### config.mk
export PLATFORM = sky130hd
export DESIGN_NAME = fmap_buffer_flat
export DESIGN_NICKNAME = d
export VERILOG_FILES = /design/src/rtl/fmap_buffer_if.sv /design/src/rtl/fmap_buffer.sv /design/src/flat_wrapper.sv
export SDC_FILE = /design/constraint.sdc
export NUM_CORES = 2
export LEC_CHECK = 0
export BUFFER_PORTS_ARGS = -buffer_cell sky130_fd_sc_hd__buf_2
export CAP_MARGIN = 0
export CORE_AREA = 2 2 725 727
export CTS_CLUSTER_SIZE = 24
export DETAILED_ROUTE_END_ITERATION = 12
export DIE_AREA = 0 0 727 729
export HOLD_SLACK_MARGIN = 0.15
export PLACE_DENSITY = 0.5
export SYNTH_ARGS = -nofsm -noshare
export SYNTH_HDL_FRONTEND = slang
export SYNTH_SLANG_ARGS = --single-unit
export TNS_END_PERCENT = 50
### constraint.sdc
create_clock -name clk -period 6.2 [get_ports clk]
set_input_delay 0.31 -clock clk [delete_from_list [all_inputs] [get_ports clk]]
set_output_delay 0.31 -clock clk [all_outputs]
set_load 0.01 [all_outputs]
### src/rtl/fmap_buffer_if.sv
// Pixel-stream interface for the layer-1 -> layer-2 feature-map buffer.
// master drives the input stream and out_ready; slave is the buffer itself.
interface fmap_buffer_if #(
    parameter int unsigned OP = 8
);
    logic signed [OP:0] pxl_in;
    logic               in_valid;
    logic signed [OP:0] out_data;
    logic               out_valid;
    logic               out_ready;
    logic               out_last;
    logic               overflow;

    modport master (
        output pxl_in, in_valid, out_ready,
        input  out_data, out_valid, out_last, overflow
    );

    modport slave (
        input  pxl_in, in_valid, out_ready,
        output out_data, out_valid, out_last, overflow
    );
endinterface

### src/rtl/fmap_buffer.sv
// Ping-pong feature-map buffer: captures 14x14 pooled maps, re-streams them over valid/ready.
// Define RELU_EN to clamp negative pixels to zero on the write side.
module fmap_buffer #(
    parameter int unsigned OP    = 8,
    parameter int unsigned MAP_W = 14,
    parameter int unsigned MAP_H = 14
) (
    input logic         clk,
    input logic         reset,
    fmap_buffer_if.slave bus
);
    localparam int unsigned Depth = MAP_W * MAP_H;
    localparam int unsigned PtrW  = $clog2(Depth);
    localparam logic [PtrW-1:0] LastPtr = PtrW'(Depth - 1);

    typedef enum logic [1:0] {StIdle, StFetch, StStream} state_e;

    state_e             state_q, state_d;
    logic [1:0]         full_q, full_d;
    logic               wr_bank_q, wr_bank_d;
    logic               rd_bank_q, rd_bank_d;
    logic [PtrW-1:0]    wr_ptr_q, wr_ptr_d;
    logic [PtrW-1:0]    rd_ptr_q, rd_ptr_d;
    logic [PtrW-1:0]    rd_addr;
    logic signed [OP:0] out_data_q, out_data_d;
    logic               out_valid_q, out_valid_d;
    logic               out_last_q, out_last_d;
    logic               overflow_q, overflow_d;
    logic signed [OP:0] wr_data;
    logic signed [OP:0] ram_q;
    logic               wr_en;
    logic               release_bank;
    logic               handshake;

    logic signed [OP:0] mem [2][Depth];

`ifdef RELU_EN
    assign wr_data = bus.pxl_in[OP] ? '0 : bus.pxl_in;
`else
    assign wr_data = bus.pxl_in;
`endif

    // Write side; a pixel arriving while the target bank is full is dropped.
    always_comb begin
        wr_en      = bus.in_valid && !full_q[wr_bank_q];
        wr_ptr_d   = wr_ptr_q;
        wr_bank_d  = wr_bank_q;
        overflow_d = overflow_q;
        full_d     = full_q;
        if (release_bank) begin
            full_d[rd_bank_q] = 1'b0;
        end
        if (wr_en) begin
            if (wr_ptr_q == LastPtr) begin
                wr_ptr_d          = '0;
                wr_bank_d         = ~wr_bank_q;
                full_d[wr_bank_q] = 1'b1;
            end else begin
                wr_ptr_d = wr_ptr_q + 1'b1;
            end
        end else if (bus.in_valid) begin
            overflow_d = 1'b1;
        end
    end

    always_comb begin
        state_d      = state_q;
        rd_ptr_d     = rd_ptr_q;
        rd_bank_d    = rd_bank_q;
        out_data_d   = out_data_q;
        out_valid_d  = out_valid_q;
        out_last_d   = out_last_q;
        release_bank = 1'b0;
        handshake    = out_valid_q && bus.out_ready;
        unique case (state_q)
            StIdle: begin
                if (full_q[rd_bank_q]) begin
                    state_d = StFetch;
                end
            end
            StFetch: begin
                out_data_d  = ram_q;
                out_valid_d = 1'b1;
                out_last_d  = (rd_ptr_q == LastPtr);
                state_d     = StStream;
            end
            StStream: begin
                if (handshake) begin
                    if (rd_ptr_q == LastPtr) begin
                        out_valid_d  = 1'b0;
                        out_last_d   = 1'b0;
                        release_bank = 1'b1;
                        rd_bank_d    = ~rd_bank_q;
                        rd_ptr_d     = '0;
                        state_d      = StIdle;
                    end else begin
                        rd_ptr_d   = rd_ptr_q + 1'b1;
                        out_data_d = ram_q;
                        out_last_d = (rd_ptr_d == LastPtr);
                    end
                end
            end
            default: state_d = StIdle;
        endcase
        // RAM always holds the word after the one on the output, so a handshake can refill at once.
        if (state_q == StIdle || rd_ptr_d == LastPtr) begin
            rd_addr = '0;
        end else begin
            rd_addr = rd_ptr_d + 1'b1;
        end
    end

    always_ff @(posedge clk) begin
        if (wr_en) begin
            mem[wr_bank_q][wr_ptr_q] <= wr_data;
        end
        ram_q <= mem[rd_bank_q][rd_addr];
    end

    always_ff @(posedge clk or negedge reset) begin
        if (!reset) begin
            state_q     <= StIdle;
            full_q      <= '0;
            wr_bank_q   <= 1'b0;
            rd_bank_q   <= 1'b0;
            wr_ptr_q    <= '0;
            rd_ptr_q    <= '0;
            out_data_q  <= '0;
            out_valid_q <= 1'b0;
            out_last_q  <= 1'b0;
            overflow_q  <= 1'b0;
        end else begin
            state_q     <= state_d;
            full_q      <= full_d;
            wr_bank_q   <= wr_bank_d;
            rd_bank_q   <= rd_bank_d;
            wr_ptr_q    <= wr_ptr_d;
            rd_ptr_q    <= rd_ptr_d;
            out_data_q  <= out_data_d;
            out_valid_q <= out_valid_d;
            out_last_q  <= out_last_d;
            overflow_q  <= overflow_d;
        end
    end

    assign bus.out_data  = out_data_q;
    assign bus.out_valid = out_valid_q;
    assign bus.out_last  = out_last_q;
    assign bus.overflow  = overflow_q;
endmodule

### src/flat_wrapper.sv
// flat-port wrapper written by rule: the top's interface ports become plain ports
module fmap_buffer_flat 
#(
    parameter int unsigned OP    = 8,
    parameter int unsigned MAP_W = 14,
    parameter int unsigned MAP_H = 14
)
  (clk, reset, bus_pxl_in, bus_in_valid, bus_out_ready, bus_out_data, bus_out_valid, bus_out_last, bus_overflow);
  fmap_buffer_if #(.OP(OP)) bus_i ();
  input logic clk;
  input logic reset;
  input wire logic [$bits(bus_i.pxl_in)-1:0] bus_pxl_in;
  input wire logic [$bits(bus_i.in_valid)-1:0] bus_in_valid;
  input wire logic [$bits(bus_i.out_ready)-1:0] bus_out_ready;
  output wire logic [$bits(bus_i.out_data)-1:0] bus_out_data;
  output wire logic [$bits(bus_i.out_valid)-1:0] bus_out_valid;
  output wire logic [$bits(bus_i.out_last)-1:0] bus_out_last;
  output wire logic [$bits(bus_i.overflow)-1:0] bus_overflow;
  assign bus_i.pxl_in = bus_pxl_in;
  assign bus_i.in_valid = bus_in_valid;
  assign bus_i.out_ready = bus_out_ready;
  assign bus_out_data = bus_i.out_data;
  assign bus_out_valid = bus_i.out_valid;
  assign bus_out_last = bus_i.out_last;
  assign bus_overflow = bus_i.overflow;
  fmap_buffer #(.OP(OP), .MAP_W(MAP_W), .MAP_H(MAP_H)) u_core (.clk(clk), .reset(reset), .bus(bus_i));
endmodule
# --- After elaboration in Yosys (flattened, before gate mapping) ---
# Memory sizes are Yosys's and may differ from the RTL's.
# Index checks and enable logic that the tools add are counted.
word_totals:
  regBits: 43
  latchBits: 0
  ram_bits: 3528
  mem_bits_ro: 0
  out_inout_bits: 12
  word_cells: 95
  mem_count: 1
classes:
  add_sub_neg: 3
  mul: 0
  div: 0
  magnitude_cmp: 7
  n_eq_ne: 10
  shifts: 0
  muxes: 39
  bitwise: 8
  n_reduce_logical: 16
memory_table:
  columns: ["name", "depth", "width", "read_ports", "rd_ports_with_merged_regs", "write_ports", "line_no", "source"]
  rows:
  - ["u_core.mem", 2, 1764, 1, 0, 1, "fmap_buffer.sv:35", "logic signed [OP:0] mem [2][Depth];"]
ops:
  columns: ["operator", "n"]
  rows:
  - ["two-way mux 1764 bit", 1]
  - ["binary-select mux 9 bit (select 8 bit)", 1]
  - ["demux 9 bit (select 8 bit)", 1]
  - ["two-way mux 9 bit", 5]
  - ["two-way mux 8 bit", 5]
  - ["== test 8 bit (second input constant)", 4]
  - ["adder 8 x 1 -> 8 bit (second input constant)", 3]
  - [">= comparator 9 bit (second input constant)", 2]
  - ["inverter 8 -> 9 bit", 2]
  - ["case mux 9 bit (2 select lines)", 1]
  - ["two-way mux 1 bit", 14]
  - ["two-way mux 2 bit", 6]
  - ["AND reduction 3 bit", 4]
  - ["less-than comparator 9 x 1 -> 1 bit (second input constant)", 1]
  - ["!= test 2 x 1 -> 1 bit (second input constant)", 3]
  - ["case mux 2 bit (3 select lines)", 1]
  - ["AND reduction 2 bit", 3]
  - ["logical AND 1 bit", 5]
  - ["less-than comparator 1 x 2 -> 1 bit (second input constant)", 2]
  - ["case mux 1 bit (2 select lines)", 2]
  - ["inverter 1 bit", 3]
  - ["bitwise AND 2 bit", 1]
  - ["demux 1 bit (select 1 bit)", 2]
  - ["== test 2 x 1 -> 1 bit (second input constant)", 1]
  - ["other kinds (9)", 10]

# --- Depth between registers and ports, before layout ---
depth:
  depth_word: 11
  ltp_mapped: 24
  ltp_nobuf: 18

# --- Least setup slack after synthesis ---
# Ideal clock, no wire load.
synth_timing:
  path_kind: "register to register"
  startpoint: "register u_core.rd_ptr_q[1]"
  endpoint: "register u_core.ram_q[2]"
  setup_time_ns: 0.122
  t_arrival_ns: 4.884
  setup_slack_ns: 1.194
  stages_incl_launch_ff: 23
  n_path_buf: 6
  period_less_slack_ns: 5.006
  path_cell_list: "dfrtp_1 -> ha_1 -> buf_2 -> nor4b_1 -> a311oi_1 -> nor2_1 -> inv_1 -> buf_1 -> ha_1 -> clkbuf_1 -> inv_1 -> nor2_1 -> clkbuf_1 -> nand2_1 -> a21oi_1 -> clkbuf_1 -> clkbuf_1 -> nand3_1 -> a31oi_1 -> a21oi_1 -> o211ai_1 -> a21oi_1 -> o32a_1"
synth_between:
  elab_chain_len: 11
synth_rtl:
  columns: ["element", "line_no", "source"]
  rows:
  - ["start, declared", "fmap_buffer.sv:23", "logic [PtrW-1:0] rd_ptr_q, rd_ptr_d;"]
  - ["start signal, assigned", "fmap_buffer.sv:138", "rd_ptr_q <= rd_ptr_d;"]
  - ["== test 8 bit (*)", "fmap_buffer.sv:89", "if (rd_ptr_q == LastPtr) begin"]
  - ["two-way mux 8 bit (*)", "fmap_buffer.sv:89", null]
  - ["two-way mux 8 bit (*)", "fmap_buffer.sv:88", "if (handshake) begin"]
  - ["two-way mux 8 bit (*)", "fmap_buffer.sv:75", "unique case (state_q)"]
  - ["named net u_core.rd_ptr_d[0]", "fmap_buffer.sv:23", null]
  - ["branches (longest 2 deep; another with adder 8 x 1 -> 8 bit)", null, null]
  - ["two-way mux 8 bit (*)", "fmap_buffer.sv:106", "if (state_q == StIdle || rd_ptr_d == LastPtr) begin"]
  - ["inverter 8 -> 9 bit (not written as such) (*)", "fmap_buffer.sv:117", "ram_q <= mem[rd_bank_q][rd_addr];"]
  - ["binary-select mux 9 bit (select 8 bit) (*)", "fmap_buffer.sv:117", null]
  - ["two-way mux 9 bit (not written as such) (*) (2 in series)", "fmap_buffer.sv:117", null]
  - ["end signal, assigned", "fmap_buffer.sv:117", null]
  - ["end, declared", "fmap_buffer.sv:30", "logic signed [OP:0] ram_q;"]
# Mark *: on every way through the listed nets, which the timed path passes. The select of a mux whose other input is x is not followed.
# A chain may end at the register's enable or synchronous reset.

# --- Worst setup path after layout ---
layout_timing:
  startpoint: "register u_core.rd_ptr_q[0]"
  endpoint: "register u_core.ram_q[5]"
layout_between:
  elab_chain_len: 11
layout_rtl:
  columns: ["element", "line_no"]
  rows:
  - ["adder 8 x 1 -> 8 bit or == test 8 bit (tied branches)", "fmap_buffer.sv:97, fmap_buffer.sv:89"]
  - ["two-way mux 8 bit", "fmap_buffer.sv:89"]
  - ["two-way mux 8 bit", "fmap_buffer.sv:88"]
  - ["two-way mux 8 bit (*)", "fmap_buffer.sv:75"]
  - ["branches (longest 2 deep; another with adder 8 x 1 -> 8 bit)", null]
  - ["two-way mux 8 bit (*)", "fmap_buffer.sv:106"]
  - ["inverter 8 -> 9 bit (not written as such) (*)", "fmap_buffer.sv:117"]
  - ["binary-select mux 9 bit (select 8 bit) (*)", "fmap_buffer.sv:117"]
  - ["two-way mux 9 bit (not written as such) (*) (2 in series)", "fmap_buffer.sv:117"]
# Mark *: on every way between the ends. The select of a mux whose other input is x is not followed.

==> run summary <==
Max Root-Sink Buffers: 4
Top_reg_cell synth: edfxtp_1
Max-cap violations: 0
Postcts setup bufs: 0
Post-synth EDFFs: 3528
Cell family with most CP delay: compound AO/OA/AOI/OAI gates
Fin. Hold Viols: 0
CP Cell Sequence: ha_1 -> nor4b_2 -> a311oi_1 -> nor2_4 -> inv_1 -> ha_1 -> nand3b_1 -> a311oi_1 -> o2bb2ai_1 -> xor2_1 -> nor2_4 -> nand2_1 -> buf_4 -> buf_4 -> a2111oi_0 -> buf_4 -> nor3_1 -> a21oi_2 -> nor4bb_1
CTS sink cnt: 3571
# setup viols final: 0
Layout cell share with drive strength beyond 1: 12.6%
Initial Util: 26.9%
Vert. Die Dim: 729 µm
FILL cells: 50900
Switching share of power: 21.8%
Most used cell, CP: buf_4
Initial antenna violation count: 42
Relative slew margins: 5.02%
Gr ovfl total: 0
Routed WL: 524000 µm
Logic pwr share: 2.7%
Reg area: 107000 µm²
Seq pwr share: 53.5%
Post-synthesis sequential area ratio: 76.1%
CP max stage cell: a2111oi_0
Synth cell types: 87
Vias per inst: 5.30
First-pass GRT wire length: 714000 µm
CP max stage delay: 0.89 ns
Clk Latency, worst-skew pair: 0.99 ns
Tmin final: 6.18 ns
Setup TNS Final: 0 ns
RSZ-0062 raised after global routing: true
Power Density: 304 nW/µm²
Cell Rows: 266
Crit start category: flop
Syn-to-layout area delta: 16.9%
Leakage power: 0.0501 µW
Initial DRC count: 13500
Drc violations: 0
Synthesis-stage register bit count: 3571
CTS tree: done
Required time of the critical path: 7.06 ns
Crit path kind: flop to flop
Drt wl/cell: 31.0 µm
Power, Total: 50000 µW
Die width: 727 µm
Pint: 39100 µW
Worst VDD drop: 226 µV
Max-slew violation count: 0
Pin count of the biggest net entering global routing: 177
GP Congestion: 0.911
Clock Power Share: 43.7%
Ys Warns: 0
Worst-path clk slew: 0.07 ns
Most frequent cells in the layout: edfxtp_1, nand2_1, mux2i_1, nor2_1, nand3_1
CP startpoint: u_core.rd_ptr_q[0]
Total CTS buffers: 371
Ys async rst share: 0.952%
Buf/Inv on CP: 4
Htree depth: 5
Antenna Violating Nets Remaining: 0
Detailed Place HPWL: 325000 µm
Vias after detailed routing: 89800
FF-to-FF Start: u_core.rd_ptr_q[0]
WHS: 0.370 ns
Period utilisation layout: 99.6%
Clock Tree Root: clkbuf_16
Switch Pwr: 10900 µW
Final nets: 9665
Most common cell after layout, fill and taps aside: edfxtp_1
Multi-input gate area: 31400 µm²
Hold_sp: bus_in_valid
CP endpoint kind: flop
Arrival time of the worst setup path: 7.03 ns
Port Buffers: 24
GRT Overall Usage: 19.0%
DRT Pass-1 Iters: 6
Mapped cell area: 140000 µm²
Post-Synthesis Cells: 9351
Hold Path Class: input pin to flop
CP max FO: 9
Status: complete, no violations
Die area: 530000 µm²
Worst slew pin tran: 1.42 ns
Mapped Nets: 9371
Core area: 523000 µm²
Number of global-route vias before repair: 84800
Maximum clock rate: 162 MHz
Post-Syn Area per Cell: 15.0 µm²
Clock Skews: 0.0603 ns
Ports: 25
-- routing by layer --
layer	global-route usage [%]	wire (µm)
met5	0	98
met1	26.2	213000
met4	7.28	22800
met3	3.67	52700
met2	29.7	236000
-- final timing paths --
check                      slack, ns                endpoint  cells after the start
hold / removal                  0.37     u_core.bus.overflow                      4
hold reg to reg                 0.51  u_core.bus.out_data[3]                      1
max in group asynchronous       5.49        u_core.wr_bank_q                      4
min in group asynchronous       0.44  u_core.bus.out_data[8]                      4
setup reg to reg                0.02         u_core.ram_q[5]                     19
setup / recovery                0.02         u_core.ram_q[5]                     19
-- Yosys cell counts, drive strengths merged (6+ instances only) --
library cell / instances / area share, %
edfxtp: 3528 / 75
nand2: 1668 / 4.5
mux2i: 606 / 4.3
nor2: 554 / 1.5
nand3: 541 / 1.9
clkbuf: 332 / 0.89
buf: 286 / 0.95
a31oi: 198 / 0.88
a21oi: 194 / 0.69
o22ai: 185 / 0.82
a32oi: 154 / 0.96
o21ai: 153 / 0.56
mux4: 96 / 1.5
nand4: 95 / 0.42
nor3: 83 / 0.30
a221oi: 73 / 0.46
a22oi: 60 / 0.32
o221ai: 54 / 0.34
nor4: 51 / 0.23
o211ai: 44 / 0.24
dfrtp: 34 / 0.61
mux2: 33 / 0.26
a211oi: 31 / 0.17
a311oi: 23 / 0.16
and3: 18 / 0.080
a2111oi: 17 / 0.11
inv: 17 / 0.045
nor2b: 15 / 0.067
o31ai: 15 / 0.080
o2111ai: 13 / 0.081
xnor2: 11 / 0.069
and2: 10 / 0.045
dfxtp: 9 / 0.13
or3: 9 / 0.040
o311ai: 8 / 0.050
a211o: 7 / 0.044
a21o: 7 / 0.037
ha: 7 / 0.062
o2bb2ai: 7 / 0.044
or2: 6 / 0.027
or4: 6 / 0.032
-- worst register-to-register path, stage by stage (launching register included) --
cell and delay (ns):
dfrtp_1 0.47, ha_1 0.25, nor4b_2 0.17, a311oi_1 0.55
nor2_4 0.08, inv_1 0.12, ha_1 0.31, nand3b_1 0.13
a311oi_1 0.37, o2bb2ai_1 0.14, xor2_1 0.21, nor2_4 0.29
nand2_1 0.38, buf_4 0.34, buf_4 0.22, a2111oi_0 0.89
buf_4 0.27, nor3_1 0.11, a21oi_2 0.44, nor4bb_1 0.31
-- power by group through the flow --
stage                     Sequential [µW]  Combinational [µW]  Clock (µW)
after floorplan                     27200                 348           0
after global placement              27200                1300           0
after detailed placement            27300                1330           0
after CTS                           26700                1340       22100
after global routing                26700                1380       22900
final                               26700                1370       21800
-- flip-flops by register name, indices dropped and copies added, names as in the netlist --
signal,cells
u_core.wr_bank_q,1
u_core.rd_ptr_q,8
u_core.bus.out_last,1
u_core.bus.out_valid,1
u_core.state_q,2
u_core.bus.overflow,1
u_core.full_q,2
u_core.bus.out_data,9
u_core.rd_bank_q,1
u_core.mem,3528
u_core.wr_ptr_q,8
u_core.ram_q,9
-- metrics by stage --
stage	utilization, %	cell area [µm²]	setup slack, ns	instances
finish	31.4	164000	0.0243	16900
CTS	31.4	164000	0.00950	16900
global route	31.4	164000	-0.0426	16900
detailed placement	29.1	152000	-0.218	16200
floorplan	-	140000	1.19	9351
global placement	29.1	152000	-0.377	16200
-- final cells by class --
type                    count  share of cell area (%)
diodes                     14                  0.0213
clock inverters           209                    1.15
well taps                6968                    5.31
inverters                  18                  0.0442
clock buffers             461                    5.93
repair buffers            539                    3.26
flip-flops and latches   3571                    65.2
multi-input cells        5144                    19.1
-- logic make-up after synthesis --
family          synth area share (%)
compound gates                  6.47
xor+xnor                      0.0873
fa+ha+maj                     0.0623
buf+inv                         1.89
flops                           76.1
mux                             6.12
simple gates                    9.23
-- timing repair --
item                                    CTS  global route
gates resized for setup                   2            10
gates cloned                              0             0
endpoints found under the setup margin    2             7
hold buffers                             14             0
endpoints found under the hold margin   827             0
No activity file was read; power rests on OpenSTA's default activity.
